--- src/rtl/reg_file_scoreboard_if.sv ---
// Operand/result bus between decode, the register file and the execute-stage ALU.
// The master side issues read/write/busy requests; the slave side is the register file.
interface reg_file_scoreboard_if #(
  parameter int WIDTH = 64,
  parameter int AW    = 5
);
  logic [AW-1:0]    ra;
  logic [AW-1:0]    rb;
  logic [WIDTH-1:0] busA;
  logic [WIDTH-1:0] busB;
  logic             busyA;
  logic             busyB;
  logic [AW-1:0]    rw;
  logic [WIDTH-1:0] busW;
  logic             regWr;
  logic             setBusy;
  logic [AW-1:0]    sb;
  logic             stall;

  modport master (
    output ra, rb, rw, busW, regWr, setBusy, sb,
    input  busA, busB, busyA, busyB, stall
  );

  modport slave (
    input  ra, rb, rw, busW, regWr, setBusy, sb,
    output busA, busB, busyA, busyB, stall
  );
endinterface

--- src/rtl/reg_file_scoreboard.sv ---
// LEGv8 register file with a per-register busy scoreboard and write-to-read bypass.
// X31 (XZR) reads as zero and is never written or marked busy.
module reg_file_scoreboard #(
  parameter int WIDTH = 64,
  parameter int NREG  = 32,
  parameter int AW    = 5
) (
  input  logic                  clk,
  input  logic                  rst,
  reg_file_scoreboard_if.slave  bus
);

  localparam logic [AW-1:0] ZeroIdx = AW'(NREG - 1);

  logic [WIDTH-1:0] regsQ [NREG];
  logic [WIDTH-1:0] regsD [NREG];
  logic [NREG-1:0]  busyQ;
  logic [NREG-1:0]  busyD;

  logic writeEn;
  logic setEn;
  logic bypassA;
  logic bypassB;

  assign writeEn = bus.regWr   && (bus.rw != ZeroIdx);
  assign setEn   = bus.setBusy && (bus.sb != ZeroIdx);

  // A retiring write clears busy, but a new producer issued at the same edge re-arms it.
  always_comb begin
    regsD = regsQ;
    busyD = busyQ;
    if (writeEn) begin
      regsD[bus.rw] = bus.busW;
      busyD[bus.rw] = 1'b0;
    end
    if (setEn) begin
      busyD[bus.sb] = 1'b1;
    end
  end

  always_ff @(posedge clk or posedge rst) begin
    if (rst) begin
      for (int i = 0; i < NREG; i++) begin
        regsQ[i] <= '0;
      end
      busyQ <= '0;
    end else begin
      regsQ <= regsD;
      busyQ <= busyD;
    end
  end

  assign bypassA = bus.regWr && (bus.rw == bus.ra);
  assign bypassB = bus.regWr && (bus.rw == bus.rb);

  // Reset masks the bypass path too, so outputs read zero the instant reset rises.
  always_comb begin
    bus.busA  = '0;
    bus.busB  = '0;
    bus.busyA = 1'b0;
    bus.busyB = 1'b0;
    if (!rst) begin
      if (bus.ra != ZeroIdx) begin
        bus.busA  = bypassA ? bus.busW : regsQ[bus.ra];
        bus.busyA = busyQ[bus.ra] && !bypassA;
      end
      if (bus.rb != ZeroIdx) begin
        bus.busB  = bypassB ? bus.busW : regsQ[bus.rb];
        bus.busyB = busyQ[bus.rb] && !bypassB;
      end
    end
  end

  assign bus.stall = bus.busyA || bus.busyB;

endmodule

--- src/flat_wrapper.sv ---
// flat-port wrapper written by rule: the top's interface ports become plain ports
module reg_file_scoreboard_flat 
#(
  parameter int WIDTH = 64,
  parameter int NREG  = 32,
  parameter int AW    = 5
)
  (clk, rst, bus_ra, bus_rb, bus_rw, bus_busW, bus_regWr, bus_setBusy, bus_sb, bus_busA, bus_busB, bus_busyA, bus_busyB, bus_stall);
  reg_file_scoreboard_if #(.WIDTH(WIDTH), .AW(AW)) bus_i ();
  input  logic clk;
  input  logic rst;
  input wire logic [$bits(bus_i.ra)-1:0] bus_ra;
  input wire logic [$bits(bus_i.rb)-1:0] bus_rb;
  input wire logic [$bits(bus_i.rw)-1:0] bus_rw;
  input wire logic [$bits(bus_i.busW)-1:0] bus_busW;
  input wire logic [$bits(bus_i.regWr)-1:0] bus_regWr;
  input wire logic [$bits(bus_i.setBusy)-1:0] bus_setBusy;
  input wire logic [$bits(bus_i.sb)-1:0] bus_sb;
  output wire logic [$bits(bus_i.busA)-1:0] bus_busA;
  output wire logic [$bits(bus_i.busB)-1:0] bus_busB;
  output wire logic [$bits(bus_i.busyA)-1:0] bus_busyA;
  output wire logic [$bits(bus_i.busyB)-1:0] bus_busyB;
  output wire logic [$bits(bus_i.stall)-1:0] bus_stall;
  assign bus_i.ra = bus_ra;
  assign bus_i.rb = bus_rb;
  assign bus_i.rw = bus_rw;
  assign bus_i.busW = bus_busW;
  assign bus_i.regWr = bus_regWr;
  assign bus_i.setBusy = bus_setBusy;
  assign bus_i.sb = bus_sb;
  assign bus_busA = bus_i.busA;
  assign bus_busB = bus_i.busB;
  assign bus_busyA = bus_i.busyA;
  assign bus_busyB = bus_i.busyB;
  assign bus_stall = bus_i.stall;
  reg_file_scoreboard #(.WIDTH(WIDTH), .NREG(NREG), .AW(AW)) u_core (.clk(clk), .rst(rst), .bus(bus_i));
endmodule
--- config.mk ---
export PLATFORM = sky130hd
export DESIGN_NAME = reg_file_scoreboard_flat
export DESIGN_NICKNAME = d
export VERILOG_FILES = /design/src/rtl/reg_file_scoreboard_if.sv /design/src/rtl/reg_file_scoreboard.sv /design/src/flat_wrapper.sv
export SDC_FILE = /design/constraint.sdc
export NUM_CORES = 2
export LEC_CHECK = 0
export ABC_CLOCK_PERIOD_IN_PS = 129400
export CORE_MARGIN = 3
export CORE_UTILIZATION = 30
export CTS_BUF_LIST = sky130_fd_sc_hd__clkbuf_8
export DETAILED_ROUTE_END_ITERATION = 8
export SKIP_CTS_REPAIR_TIMING = 1
export SKIP_LAST_GASP = 1
export SYNTH_ARGS = -nofsm -noshare
export SYNTH_HDL_FRONTEND = slang
export SYNTH_SLANG_ARGS = --single-unit
--- constraint.sdc ---
create_clock -name clk -period 129.4 [get_ports clk]
set_input_delay 19.41 -clock clk [delete_from_list [all_inputs] [get_ports clk]]
set_output_delay 19.41 -clock clk [all_outputs]
set_load 0.01 [all_outputs]
==> summary.txt <==
Timing
  – Final setup viols: 0
  – Final hold violation count: 0
  – Slew Viols, Final: 0
  – Period utilization: 0.3458
  – F_max: 0.02235 GHz
  – Worst Tran Pin Value: 1.349 ns
  – Clock skew: 0 ns
  – Min Tclk post-route: 44.75 ns
  – Setup_tns: 0 ns
  – RSZ-0062 raised after global routing: no
  – Slew Limit Headroom: 0.09794

Final layout
  – Reg area: 52050 sq um
  – Area Overhead vs Synth: 11.93%
  – Commonest non-fill, non-tap cell in the layout: dfrtp_1
  – # fillers: 34977
  – Layout cells sized above 1: 0.4913
  – Fin nets: 7316
  – Multi-input gate area: between 50000 and 60000 sq um
  – Most frequent cells in the layout: dfrtp_1, mux2_2, mux4_2

Synth
  – Post-Synthesis Cell Area: 110200 sq um
  – Seq/Total Area, Yosys: 0.4724
  – Synth Instances: between 7000 and 8000
  – Yosys reg bits: about 2100
  – Post-synth EDFFs: 0
  – Synth unique cells: 71
  – Syn_area_per_cell: 15.09 sq um
  – Post-synth net total: about 7400
  – Ys Warns: 0
  – Main synth FF type: dfrtp_1
  – Ys async rst share: 1.000

Worst setup path
  – Crit path max fanout: 56
  – Critical Path Source Type: input port
  – WP data required: 109.99 ns
  – Kind of critical path: in -> out
  – Setup crit end kind: primary output
  – R2R cell count: 1
  – Critical Path AT: 25.34 ns

Placed design
  – Post-DP HPWL: 219300 um
  – Final Wtd Congestion: just over 0.8
  – Port buffer count: around 220

Floorplan
  – I/O pin count: 219
  – Die area: 374600 sq um
  – Starting Density: 0.3028
  – Rows: 221
  – Die width: around 610 um
  – Die Y: 612.0 um
  – Core ar.: 363900 sq um

Outcome
  – Status: completed

Global route
  – Vias in the first global route: 76148
  – Initial antenna violation count: 37
  – GRT Util Overall: 0.2058
  – Total gr overflow: 0
  – First-pass GRT wire length: 563800 um
  – Largest net degree at the start of global routing: 177

Power
  – P per Cell Area: 15.08 nW/um^2
  – Pwr Total: 1.860 mW
  – Max IR drop VDD: about 0.0000083 V
  – Leak pwr: between 50 and 60 nW

Routing
  – Avg WL per Cell: around 32 um
  – Residual DRC: 0
  – First-pass detailed-route iteration total: 5
  – Total routed wirelength: roughly 400000 um
  – DR vias/cell: 5.913
  – First DRT Iteration DRCs: ~7500
  – Vias: 72746
  – Post-route ant nets: 0

CTS
  – H-tree levels: 5
  – Clk_lat worst skew: 0.99 ns
  – Root Driver: clkbuf_8
  – CTS tree: yes
  – CTS sink count: around 2100
  – TritonCTS buffer count: 366
  – CTS clock-pin slew for the worst setup and hold paths: 0.05 ns
  – CTS Buffer Depth: 4

Min path
  – Hold Crit Class: reg -> reg
  – WHS Path Cells: 0

Job
  – Max-Cap Viols: 0
==> path summary, 6_finish.rpt <==
| kind | from | to | slack (ns) |
|---|---|---|---|
| max in group asynchronous | rst | u_core.regsQ[730] | 104.85 |
| worst max-delay path | bus_rb[1] | bus_busB[4] | 84.65 |
| worst max register to register | u_core.regsQ[1604] | u_core.regsQ[1604] | 128.58 |
| min in group asynchronous | rst | u_core.regsQ[309] | 19.27 |
| worst min register to register | u_core.regsQ[17] | u_core.regsQ[17] | 0.39 |
| worst min-delay path | u_core.regsQ[17] | u_core.regsQ[17] | 0.39 |
==> synthesized netlist by cell type, types with 81 or more instances <==
cell type | count | area share
a22o_1 | 81 | 0.0064
buf_2 | 295 | 0.013
buf_4 | 84 | 0.0057
clkbuf_1 | 405 | 0.014
dfrtp_1 | 2080 | 0.47
mux2_1 | 105 | 0.011
mux2_2 | 1882 | 0.19
mux2i_1 | 94 | 0.0085
mux4_2 | 1017 | 0.21
nand2_1 | 230 | 0.0078
nor2_1 | 118 | 0.0040
o22ai_1 | 259 | 0.015
==> state kept, by name, indices dropped and copies added, names as in the netlist <==
register,flops
u_core.busyQ,32
u_core.regsQ,2048
==> metal layers <==
layer,GRT usage,up-vias,wire [um]
met2,0.3283,3787,184500
met1,0.2641,39593,154500
met5,0,-,105
met4,0.09853,16,21160
met3,0.04714,1016,33470
li1,-,28334,-
==> report_power, final <==
group          switching, mW  internal, mW  total, mW  leakage, nW
sequential            0.0926         0.775      0.868         26.7
clock                  0.285         0.326      0.611         4.18
combinational          0.153         0.229      0.382         21.2
==> layout make-up <==
type	count	area share
clock inverter	173	0.007416
antenna	19	0.0003855
multi-input combinational	4358	0.4398
clock buffer	456	0.05089
timing repair buffer	415	0.03058
tap	4794	0.04863
inverter	7	0.0003145
sequential	2080	0.4220
==> per-stage QoR <==
| step | hold WS, ns | worst slack, ns | cells | instance area [sq um] | util |
|---|---|---|---|---|---|
| 2_1_floorplan | 0.4402 | 37.50 | 7301 | 110200 | - |
| 6_report | 0.3918 | 84.65 | 12302 | 123300 | 0.3389 |
| 3_5_place_dp | 0.3824 | 84.85 | 11654 | 116100 | 0.3190 |
| 3_3_place_gp | 0.3753 | 84.80 | 11654 | 116100 | 0.3190 |
| 5_1_grt | 0.4083 | 84.60 | 12292 | 123300 | 0.3389 |
| 4_1_cts | 0.3940 | 84.83 | 12283 | 123300 | 0.3388 |
==> worst max-delay path, cell delays in order <==
cell and delay [ns]:
buf_8 0.46, buf_4 0.74, buf_4 0.82, buf_4 0.82
buf_4 0.67, mux4_2 0.33, o22a_1 0.14, o221ai_1 0.12
nor3_1 0.47, buf_4 0.19, a22o_1 0.30, clkdlybuf4s50_1 0.62
==> cells by family after synthesis <==
logic type / after synthesis / share of synthesized area
mux: 3098 / 0.4195
flops: 2080 / 0.4724
buf+inv: 863 / 0.03834
compound gates: 696 / 0.04569
simple gates: 554 / 0.02330
xor+xnor: 10 / 0.0007948
Note: power is estimated with default switching activity, not from simulation.
